**config.mk**
```make
export PLATFORM = sky130hd
export DESIGN_NAME = mem_arbiter_flat
export DESIGN_NICKNAME = d
export VERILOG_FILES = /design/src/rtl/mem_arbiter_if.sv /design/src/rtl/mem_arbiter.sv /design/src/flat_wrapper.sv
export SDC_FILE = /design/constraint.sdc
export NUM_CORES = 1
export LEC_CHECK = 0
export ABC_AREA = 1
export BUFFER_PORTS_ARGS = -buffer_cell sky130_fd_sc_hd__buf_2
export CAP_MARGIN = 25
export CORE_MARGIN = 4
export CORE_UTILIZATION = 32
export CTS_BUF_LIST = sky130_fd_sc_hd__clkbuf_4 sky130_fd_sc_hd__clkbuf_8 sky130_fd_sc_hd__clkbuf_16
export DETAILED_ROUTE_END_ITERATION = 10
export PLACE_DENSITY = 0.88
export SYNTH_ARGS = -nofsm -noshare
export SYNTH_HDL_FRONTEND = slang
export SYNTH_SLANG_ARGS = --single-unit
```
**constraint.sdc**
```tcl
create_clock -name clk -period 3.4 [get_ports clk]
set_input_delay 0.17 -clock clk [delete_from_list [all_inputs] [get_ports clk]]
set_output_delay 0.17 -clock clk [all_outputs]
set_load 0.02 [all_outputs]
```
**src/rtl/mem_arbiter_if.sv**
```systemverilog
// Bus bundle between the two requesters, the arbiter and the synchronous memory macro.
// The slave modport is the arbiter's view; the master modport is the requester/memory side.
interface mem_arbiter_if #(
    parameter int AW = 16,
    parameter int DW = 16
);
    logic          req0;
    logic          we0;
    logic [AW-1:0] addr0;
    logic [DW-1:0] wdata0;
    logic          gnt0;
    logic          rvalid0;
    logic [DW-1:0] rdata0;

    logic          req1;
    logic          we1;
    logic [AW-1:0] addr1;
    logic [DW-1:0] wdata1;
    logic          gnt1;
    logic          rvalid1;
    logic [DW-1:0] rdata1;

    logic          mem_en;
    logic          mem_we;
    logic [AW-1:0] mem_addr;
    logic [DW-1:0] mem_wdata;
    logic [DW-1:0] mem_rdata;

    modport slave (
        input  req0, we0, addr0, wdata0,
        input  req1, we1, addr1, wdata1,
        input  mem_rdata,
        output gnt0, rvalid0, rdata0,
        output gnt1, rvalid1, rdata1,
        output mem_en, mem_we, mem_addr, mem_wdata
    );

    modport master (
        output req0, we0, addr0, wdata0,
        output req1, we1, addr1, wdata1,
        output mem_rdata,
        input  gnt0, rvalid0, rdata0,
        input  gnt1, rvalid1, rdata1,
        input  mem_en, mem_we, mem_addr, mem_wdata
    );
endinterface

```
**src/rtl/mem_arbiter.sv**
```systemverilog
// Two-port burst-limited round-robin arbiter in front of a single-port synchronous memory.
// One access per cycle; read data is steered back to the port that issued the read.
module mem_arbiter #(
    parameter int AW        = 16,
    parameter int DW        = 16,
    parameter int BURST_MAX = 4,
    parameter int PRIO      = 0
) (
    input  logic       clk,
    input  logic       rst,
    mem_arbiter_if.slave bus
);

    typedef enum logic [1:0] {
        IDLE = 2'd0,
        OWN0 = 2'd1,
        OWN1 = 2'd2
    } state_t;

    localparam logic [3:0] BMAX = 4'(BURST_MAX);

    state_t     state, state_nxt;
    logic [3:0] burst_cnt, burst_nxt;
    logic       rd_pend, rd_tag;
    logic       gnt_any, gnt_sel;
    logic       sel_we;
    logic       owner_match;

    // Grant choice; gated by rst so every output is quiet while reset is held.
    always_comb begin
        gnt_any = 1'b0;
        gnt_sel = 1'b0;
        if (!rst) begin
            if (bus.req0 && bus.req1) begin
                gnt_any = 1'b1;
                case (state)
                    OWN0:    gnt_sel = (burst_cnt < BMAX) ? 1'b0 : 1'b1;
                    OWN1:    gnt_sel = (burst_cnt < BMAX) ? 1'b1 : 1'b0;
                    default: gnt_sel = (PRIO == 1);
                endcase
            end else if (bus.req0) begin
                gnt_any = 1'b1;
                gnt_sel = 1'b0;
            end else if (bus.req1) begin
                gnt_any = 1'b1;
                gnt_sel = 1'b1;
            end
        end
    end

    always_comb begin
        state_nxt   = IDLE;
        burst_nxt   = 4'd0;
        owner_match = gnt_sel ? (state == OWN1) : (state == OWN0);
        if (gnt_any) begin
            state_nxt = gnt_sel ? OWN1 : OWN0;
            if (!owner_match)
                burst_nxt = 4'd1;
            else if (burst_cnt >= BMAX)
                burst_nxt = BMAX;
            else
                burst_nxt = burst_cnt + 4'd1;
        end
    end

    assign sel_we        = gnt_sel ? bus.we1 : bus.we0;
    assign bus.gnt0      = gnt_any & ~gnt_sel;
    assign bus.gnt1      = gnt_any & gnt_sel;
    assign bus.mem_en    = gnt_any;
    assign bus.mem_we    = gnt_any & sel_we;
    assign bus.mem_addr  = !gnt_any ? '0 : (gnt_sel ? bus.addr1 : bus.addr0);
    assign bus.mem_wdata = !gnt_any ? '0 : (gnt_sel ? bus.wdata1 : bus.wdata0);

    always_ff @(posedge clk or posedge rst) begin
        if (rst) begin
            state     <= IDLE;
            burst_cnt <= 4'd0;
        end else begin
            state     <= state_nxt;
            burst_cnt <= burst_nxt;
        end
    end

    // Memory answers one cycle after the strobe, so remember who asked.
    always_ff @(posedge clk or posedge rst) begin
        if (rst) begin
            rd_pend <= 1'b0;
            rd_tag  <= 1'b0;
        end else begin
            rd_pend <= gnt_any & ~sel_we;
            if (gnt_any && !sel_we)
                rd_tag <= gnt_sel;
        end
    end

    assign bus.rvalid0 = rd_pend & ~rd_tag;
    assign bus.rvalid1 = rd_pend & rd_tag;
    assign bus.rdata0  = bus.rvalid0 ? bus.mem_rdata : '0;
    assign bus.rdata1  = bus.rvalid1 ? bus.mem_rdata : '0;

endmodule

```
**src/flat_wrapper.sv**
```systemverilog
// flat-port wrapper written by rule: the top's interface ports become plain ports
module mem_arbiter_flat 
#(
    parameter int AW        = 16,
    parameter int DW        = 16,
    parameter int BURST_MAX = 4,
    parameter int PRIO      = 0
)
  (clk, rst, bus_req0, bus_we0, bus_addr0, bus_wdata0, bus_req1, bus_we1, bus_addr1, bus_wdata1, bus_mem_rdata, bus_gnt0, bus_rvalid0, bus_rdata0, bus_gnt1, bus_rvalid1, bus_rdata1, bus_mem_en, bus_mem_we, bus_mem_addr, bus_mem_wdata);
  mem_arbiter_if #(.AW(AW), .DW(DW)) bus_i ();
  input  logic clk;
  input  logic rst;
  input wire logic [$bits(bus_i.req0)-1:0] bus_req0;
  input wire logic [$bits(bus_i.we0)-1:0] bus_we0;
  input wire logic [$bits(bus_i.addr0)-1:0] bus_addr0;
  input wire logic [$bits(bus_i.wdata0)-1:0] bus_wdata0;
  input wire logic [$bits(bus_i.req1)-1:0] bus_req1;
  input wire logic [$bits(bus_i.we1)-1:0] bus_we1;
  input wire logic [$bits(bus_i.addr1)-1:0] bus_addr1;
  input wire logic [$bits(bus_i.wdata1)-1:0] bus_wdata1;
  input wire logic [$bits(bus_i.mem_rdata)-1:0] bus_mem_rdata;
  output wire logic [$bits(bus_i.gnt0)-1:0] bus_gnt0;
  output wire logic [$bits(bus_i.rvalid0)-1:0] bus_rvalid0;
  output wire logic [$bits(bus_i.rdata0)-1:0] bus_rdata0;
  output wire logic [$bits(bus_i.gnt1)-1:0] bus_gnt1;
  output wire logic [$bits(bus_i.rvalid1)-1:0] bus_rvalid1;
  output wire logic [$bits(bus_i.rdata1)-1:0] bus_rdata1;
  output wire logic [$bits(bus_i.mem_en)-1:0] bus_mem_en;
  output wire logic [$bits(bus_i.mem_we)-1:0] bus_mem_we;
  output wire logic [$bits(bus_i.mem_addr)-1:0] bus_mem_addr;
  output wire logic [$bits(bus_i.mem_wdata)-1:0] bus_mem_wdata;
  assign bus_i.req0 = bus_req0;
  assign bus_i.we0 = bus_we0;
  assign bus_i.addr0 = bus_addr0;
  assign bus_i.wdata0 = bus_wdata0;
  assign bus_i.req1 = bus_req1;
  assign bus_i.we1 = bus_we1;
  assign bus_i.addr1 = bus_addr1;
  assign bus_i.wdata1 = bus_wdata1;
  assign bus_i.mem_rdata = bus_mem_rdata;
  assign bus_gnt0 = bus_i.gnt0;
  assign bus_rvalid0 = bus_i.rvalid0;
  assign bus_rdata0 = bus_i.rdata0;
  assign bus_gnt1 = bus_i.gnt1;
  assign bus_rvalid1 = bus_i.rvalid1;
  assign bus_rdata1 = bus_i.rdata1;
  assign bus_mem_en = bus_i.mem_en;
  assign bus_mem_we = bus_i.mem_we;
  assign bus_mem_addr = bus_i.mem_addr;
  assign bus_mem_wdata = bus_i.mem_wdata;
  mem_arbiter #(.AW(AW), .DW(DW), .BURST_MAX(BURST_MAX), .PRIO(PRIO)) u_core (.clk(clk), .rst(rst), .bus(bus_i));
endmodule
```
Word level (Yosys, flattened, before mapping)
Cells that the tools add are included.
Storage, ports and cells
  word-level logic and storage cells: 44
  register bits after elaboration: 8
Operators by class
  reductions and logical operators: 3
  equal/unequal tests: 2
  magnitude comparators: 2
  bitwise operators: 9
  multiplexer cells: 23
  $add $sub $neg: 1
Operators with widths (count)
  $mux 16: 6
  $mux 4: 3
  $mux 1: 11
  $and 1x1->1: 6
  $add 4x1->4 const B: 1
  $ge 4x3->1 const B: 1
  $lt 4x3->1 const B: 1
  $mux 2: 2
  $not 1->1: 3
  $eq 2x1->1 const B: 1
  $eq 2x2->1 const B: 1
  $logic_and 1x1->1: 2
  $pmux 1 s2: 1
  $logic_not 1->1: 1

Logic depth before layout (Yosys ltp)
Gate-level depths: netlist of the first run.
  word-level depth: 8
  depth in mapped cells: 10
  depth with buffers taken out: 9

Least setup slack after synthesis of the first run
No wires, ideal clock.
  path type: register -> output
  from: reg u_core.rd_tag
  to: out bus_rdata0[10]
  path buffers: 1
  slack: 1.818 ns
  data arrival time: 1.412 ns
  required time: 3.230 ns
  cell stages (with the launch flop): 5
  cell sequence: dfrtp_1 -> nor2_1 -> inv_1 -> clkbuf_1 -> nor2_1
Between the ends
  cells in the longest elaborated chain, start to end: 3
RTL lines
  start, declared: line mem_arbiter.sv:24  | logic rd_pend, rd_tag;
  start signal, assigned: line mem_arbiter.sv:92  | rd_tag <= gnt_sel;
  $not 1->1: line mem_arbiter.sv:96  | assign bus.rvalid0 = rd_pend & ~rd_tag;
  $and 1x1->1: line mem_arbiter.sv:96
  net bus_rvalid0: line flat_wrapper.sv:23  | output wire logic [$bits(bus_i.rvalid0)-1:0] bus_rvalid0;
  $mux 16: line mem_arbiter.sv:98  | assign bus.rdata0 = bus.rvalid0 ? bus.mem_rdata : '0;
  end, declared: line flat_wrapper.sv:24  | output wire logic [$bits(bus_i.rdata0)-1:0] bus_rdata0;
The timed path passes the listed nets, and every way through them passes these cells.

Final worst setup path of the first run
  from: in rst
  to: out bus_mem_wdata[4]
Between the ends
  cells in the longest elaborated chain, start to end: 3
RTL lines
  start, declared: line flat_wrapper.sv:12  | input logic rst;
  $mux 1: line mem_arbiter.sv:33  | if (!rst) begin
  $mux 16: line mem_arbiter.sv:72  | assign bus.mem_wdata = !gnt_any ? '0 : (gnt_sel ? bus.wdata1 : bus.wdata0);
  $mux 16 *: line mem_arbiter.sv:72
  end, declared: line flat_wrapper.sv:31  | output wire logic [$bits(bus_i.mem_wdata)-1:0] bus_mem_wdata;
Mark *: on every way between the ends. The rest lies on a longest branch, timed or not.

==> flow_summary_export.csv, run 1 <==
group,metric,value,unit
final_layout,drive_above_1_share,46.4,%
sta,period_share,69.4,%
die,fp.dieW,64.7,µm
final_layout,final_common_cell,"buf_2",
global_routing,grt_max_degree,35,
final_layout,syn_to_final_growth,77.7,%
synth,synthXorXnorAreaFrac,0,%
drt,firstDrtPassIters,4,
clocking,root_buffer,"clkbuf_4",
final_layout,num_antenna_cells,0,
clocking,clock_path_buffers,2,
drt,drt_iter0_drc,47,
placed_design,gp_congestion,0.815,
die,die_h,64.7,µm
setup_path,crit_chain,"dlygate4sd3_1 > buf_2 > inv_1 > o21ai_1 > inv_2 > nand2_2 > inv_2 > nand2_1 > nand2_1 > buf_2",
final_layout,final_cell_mix,"buf_2, nand2_1, nor2_1",
setup_path,worst_setup_path_end_kind,"output port",
die,io_pins,156,
sta,rsz0062_at_grt,"false",
sta,slew_violations,0,
synth,synthCells,207,
setup_path,arrival,2190,ps
sta,maxSlewHeadroom,65.6,%
clocking,clk_pin_slew,50,ps
setup_path,endpoint,"bus_mem_wdata[4]",
synth,yosys-mux-area-fraction,0,%
final_layout,nets,447,
drt,drc,0,
power,pwr_density_cell,226,nW/µm²
synth,synth-adder-area-share,1.22,%
sta,tightest_slew,515,ps
clocking,cts_setup_buffers,0,
setup_path,path_max_fanout,32,
global_routing,grt_pass1_wl,6480,µm
die,coreArea,3050,µm²
setup_path,cp-startpoint,"rst",
synth,syn-cell-area,1030,µm²
synth,synth_top_area_share,36.5,%
sta,final_hold_viol_count,0,
synth,yosysSeqAreaShare,19.5,%
sta,skew,0.670,ps
die,rows,20,
synth,ys_top_cells_by_area,"nand2_1, dfrtp_1, nor2_1",
drt,ant_nets,0,
sta,setup_violations,0,
clocking,numCtsBuffers,3,
sta,max_freq,424,MHz
synth,ys_ff_latch,8,
setup_path,slowest_stage,"dlygate4sd3_1",
min_path,hold_class,"input pin to flop",
setup_path,timing.rr.start,"u_core.burst_cnt[3]",
power,leakagePower,0.00139,µW
placed_design,hpwl,3430,µm
global_routing,grt_usage,18.8,%
global_routing,grt_pass1_vias,1600,
global_routing,grt_overflow,0,
power,power,414,µW
synth,synth_top_family_by_area,"simple AND/OR/NAND/NOR gates",
synth,synth_area_per_cell,4.97,µm²
synth,ys_warn_count,0,
global_routing,antenna_found_initial,0,
setup_path,worstReg2RegEnd,"u_core.state[0]",
setup_path,start_kind,"input pin",
sta,min_period,2360,ps
die,fp.dieArea,4180,µm²
status,status,"finished, final reports clean",
synth,synth_top_area_cell,"nand2_1",
run,drv_cap,0,
synth,synth_simple_gate_area_share,59.2,%
clocking,htree_levels,1,
drt,wl_per_cell,9.95,µm
synth,synth_compound_area_share,1.95,%
drt,wl,4000,µm
clocking,ctsHoldBuffers,1,
synth,synth_nets,294,
setup_path,crit_type,"input pin to output port",
placed_design,port_buffers,155,
clocking,clock_latency,240,ps
clocking,cts_tree,"built",
setup_path,crit_required,3230,ps
drt,dr_total_vias,1656,
die,start_util,33.7,%
setup_path,reg2reg_slack,1990,ps
clocking,cts_num_sinks,8,
final_layout,finalNonFillerCells,402,
setup_path,r2r_cells,7,
clocking,post_cts_resized,0,
setup_path,critPathMaxStageDelay,530,ps
sta,fin_tns_setup,0,ps
placed_design,dp_cells,398,
synth,yosysUniqueCellTypes,22,
power,vdd_ir_drop_max,0.151,mV
drt,via_per_inst,4.12,
## sequential cells by signal (all words and copies together) (netlist names)
register / cells
u_core.burst_cnt: 4
u_core.state: 2
u_core.rd_pend: 1
u_core.rd_tag: 1
## worst min-delay path by stage
stage | from | end | slack [ps] | cells past startpoint
2_1_floorplan | rst | u_core.burst_cnt[0] | -8 | 1
3_3_place_gp | rst | u_core.rd_pend | 130 | 2
3_5_place_dp | rst | u_core.rd_tag | 140 | 2
4_1_cts | bus_we1 | u_core.rd_tag | 190 | 3
5_1_grt | bus_we1 | u_core.rd_tag | 210 | 3
6_report | bus_we1 | u_core.rd_tag | 200 | 3
## cells by family (layout without fill, tap and decap cells)
family,after synthesis,count (layout)
and+or+nand+nor,154,154
buffers and inverters,39,190
other,1,1
adders and majority gates,1,1
AOI/OAI and AO/OA,4,4
DFF,8,8
## critical path: cells and delay by family
family                 cells  cell delay (ps)
buffers and inverters      6             1560
AO/OA/AOI/OAI              1              190
AND/OR/NAND/NOR            3              250
## metrics by stage
step / instance area (µm²) / setup slack, ps / util (%) / hold slack (ps)
global route: 1830 / 754 / 59.9 / 208
detailed placement: 1800 / 1570 / 58.8 / 135
CTS: 1830 / 1020 / 59.9 / 193
floorplan: 1030 / 1820 / - / -7.53
global placement: 1800 / 1630 / 58.8 / 129
finish: 1830 / 1040 / 59.9 / 204
## Yosys cell counts (all sizes together)
cell type,instances
nor2,43
clkbuf,2
clkinv,1
ha,1
a21oi,1
buf,6
inv,30
nand3,5
nand2,102
dfrtp,8
conb,1
nand3b,1
or2,2
nor3,1
o21ai,3
## area by class of cell
cell class / instances / area (µm²)
Multi-Input combinational cell: 160 / 646
Inverter: 31 / 119
Fill cell: 300 / 1220
Tap cell: 44 / 55.1
Timing Repair Buffer: 156 / 786
Clock buffer: 3 / 22.5
Sequential cell: 8 / 200
## per-layer routing
layer | wire length (µm) | GRT usage [%] | up-vias | share of wire (%)
li1 | - | - | 898 | -
met1 | 1520 | 19.7 | 662 | 38
met2 | 2000 | 37.4 | 94 | 50
met3 | 459 | 3.12 | 2 | 11
met4 | 19 | 6.07 | 0 | 0.48
met5 | 0 | 0 | - | 0
## power by group
group / switching, µW / internal, µW
combinational: 151 / 91.3
sequential: 4.01 / 102
clock: 25.3 / 39.9
total: 181 / 233
Power figures use the tool's default switching activity.
==> inputs of run 2 (changes only) <==
CORE_UTILIZATION = 27   (was 32)
PLACE_DENSITY = 0.79   (was 0.88)
clock period = 2.05 ns   (was 3.4 ns; I/O delays follow)
==> run 2 against run 1 <==
Effect of this change:
- worst hold slack got worse by 71 ps
- first-iteration DRC count decreased by 36%
- largest power group unchanged
- largest cell class unchanged
- die area increased by 16%
- register-to-register slack got worse by 1200 ps
- critical path depth decreased by 2
- clock power increased to 2.8 times the previous value
- via count increased by 1.9%
- cell area increased by 2.0%
==> flow_summary_export.csv, run 2 (same netlist as run 1, synthesis figures left out) <==
group,metric,value,unit
status,status,"finished, final reports clean",
run,drv_cap,0,
clocking,root_buffer,"clkbuf_8",
placed_design,gp_congestion,0.857,
final_layout,reg_top3,"u_core.burst_cnt: 4 flops, u_core.state: 2 flops",
final_layout,syn_to_final_growth,81.3,%
die,die_h,69.7,µm
clocking,clock_path_buffers,2,
sta,slew_violations,0,
final_layout,largest_register_ffs,4,
sta,fin_tns_setup,0,ps
setup_path,start_kind,"input pin",
sta,hold_ws,133,ps
power,leakagePower,0.00140,µW
clocking,clock_latency,230,ps
min_path,hp-start,"bus_we1",
drt,ant_nets,0,
setup_path,crit_required,1950,ps
setup_path,crit_type,"input pin to output port",
power,pwr_density_cell,411,nW/µm²
die,fp.dieW,69.7,µm
sta,final_hold_viol_count,0,
setup_path,worst_setup_path_end_kind,"output port",
clocking,clk_pin_slew,40,ps
final_layout,regMostFlops,"u_core.burst_cnt",
clocking,numCtsBuffers,3,
sta,setup_violations,0,
final_layout,num_antenna_cells,0,
min_path,hold_class,"input pin to flop",
drt,via_per_inst,4.14,
power,p_sw,316,µW
global_routing,grt_overflow,0,
min_path,holdPathStages,3,
power,clkPwrFrac,24.4,%
power,internal-power,450,µW
setup_path,arrival,1760,ps
global_routing,grt_max_degree,35,
sta,maxSlewHeadroom,66.1,%
placed_design,port_buffers,155,
sta,period_share,90.9,%
sta,tightest_slew,507,ps
sta,skew,5.58,ps
setup_path,timing.rr.start,"u_core.burst_cnt[3]",
final_layout,drive_above_1_share,46.5,%
global_routing,grt_usage,15.2,%
power,power_switching_share,41.3,%
sta,rsz0062_at_grt,"false",
power,power_frac_comb,52.7,%
sta,min_period,1860,ps
power,vdd_ir_drop_max,0.229,mV
global_routing,grt_pass1_wl,6190,µm
setup_path,path_max_fanout,34,
drt,drc,0,
power,seqPwrFrac,22.9,%
placed_design,hpwl,3390,µm
die,io_pins,156,
clocking,htree_levels,1,
die,coreArea,3660,µm²
drt,firstDrtPassIters,4,
clocking,cts_tree,"built",
clocking,cts_setup_buffers,0,
drt,wl_per_cell,9.65,µm
final_layout,final_util,50.9,%
drt,dr_total_vias,1687,
die,fp.dieArea,4860,µm²
sta,max_freq,537,MHz
final_layout,nets,448,
global_routing,grt_pass1_vias,1521,
clocking,cts_num_sinks,8,
final_layout,final_common_cell,"buf_2",
die,start_util,28.1,%
min_path,holdPathEnd,"u_core.rd_tag",
setup_path,worstReg2RegEnd,"u_core.burst_cnt[2]",
global_routing,antenna_found_initial,0,
final_layout,final_cell_mix,"buf_2, nand2_1, nor2_1",
drt,wl,3930,µm
die,rows,22,
setup_path,r2r_cells,7,
setup_path,reg2reg_slack,780,ps
drt,drt_iter0_drc,30,
[run 2: cell count changes in the layout (fill, tap and decap cells not counted)]
cell	previous run	this run
clkbuf_4	3	0
buf_4	0	1
inv_6	0	1
clkbuf_8	0	3
inv_2	2	1
[run 2: critical path, stage by stage]
cell	delay (ps)
dlygate4sd3_1	540
buf_2	130
nor2_1	260
nand2_4	130
inv_6	200
nor2_1	60
nor2_1	130
buf_2	190
[run 2: metrics by stage]
| stage | setup slack, ps | area (µm²) | power, µW | cells |
|---|---|---|---|---|
| finish | 187 | 1860 | 766 | 407 |
| global route | 36.8 | 1860 | 832 | 407 |
| CTS | 103 | 1860 | 777 | 407 |
| detailed placement | 368 | 1810 | 583 | 403 |
| global placement | 422 | 1810 | 579 | 403 |
| floorplan | 536 | 1030 | 419 | 207 |
[run 2: metal layers]
layer  wire length (µm)  GRT usage, %  part of all wire, %
met1               1430          15.5                   36
met4                 51          5.11                  1.3
met3                589          6.67                   15
met2               1860          27.4                   47
met5                  0             0                    0
[run 2: power by group through the flow]
| stage | logic (µW) | registers [µW] | clock network, µW |
|---|---|---|---|
| after floorplan | 243 | 176 | 0 |
| after global placement | 402 | 177 | 0 |
| after detailed placement | 405 | 178 | 0 |
| after CTS | 408 | 176 | 194 |
| after global routing | 451 | 177 | 204 |
| final | 403 | 176 | 186 |
[run 2: what timing repair did]
| action | in CTS | in global routing |
|---|---|---|
| setup endpoints to repair | 0 | 31 |
| resized for setup | 0 | 3 |
| hold buffers | 1 | 0 |
| hold endpoints to repair | 8 | 0 |
[run 2: worst max path at each step]
stage                                    from          endpoint
final                                     rst  bus_mem_addr[15]
after global routing                      rst  bus_mem_addr[15]
after CTS                                 rst  bus_mem_wdata[0]
after detailed placement  u_core.burst_cnt[3]  bus_mem_wdata[0]
after global placement    u_core.burst_cnt[3]  bus_mem_wdata[0]
after floorplan                 u_core.rd_tag    bus_rdata0[10]
[run 2: final cells by class]
type / instances / area [µm²]
fill: 374 / 1800
timing repair buffer: 157 / 793
multi-input combinational: 160 / 646
sequential: 8 / 200
inverter: 31 / 124
tap: 48 / 60.1
clock buffer: 3 / 41.3
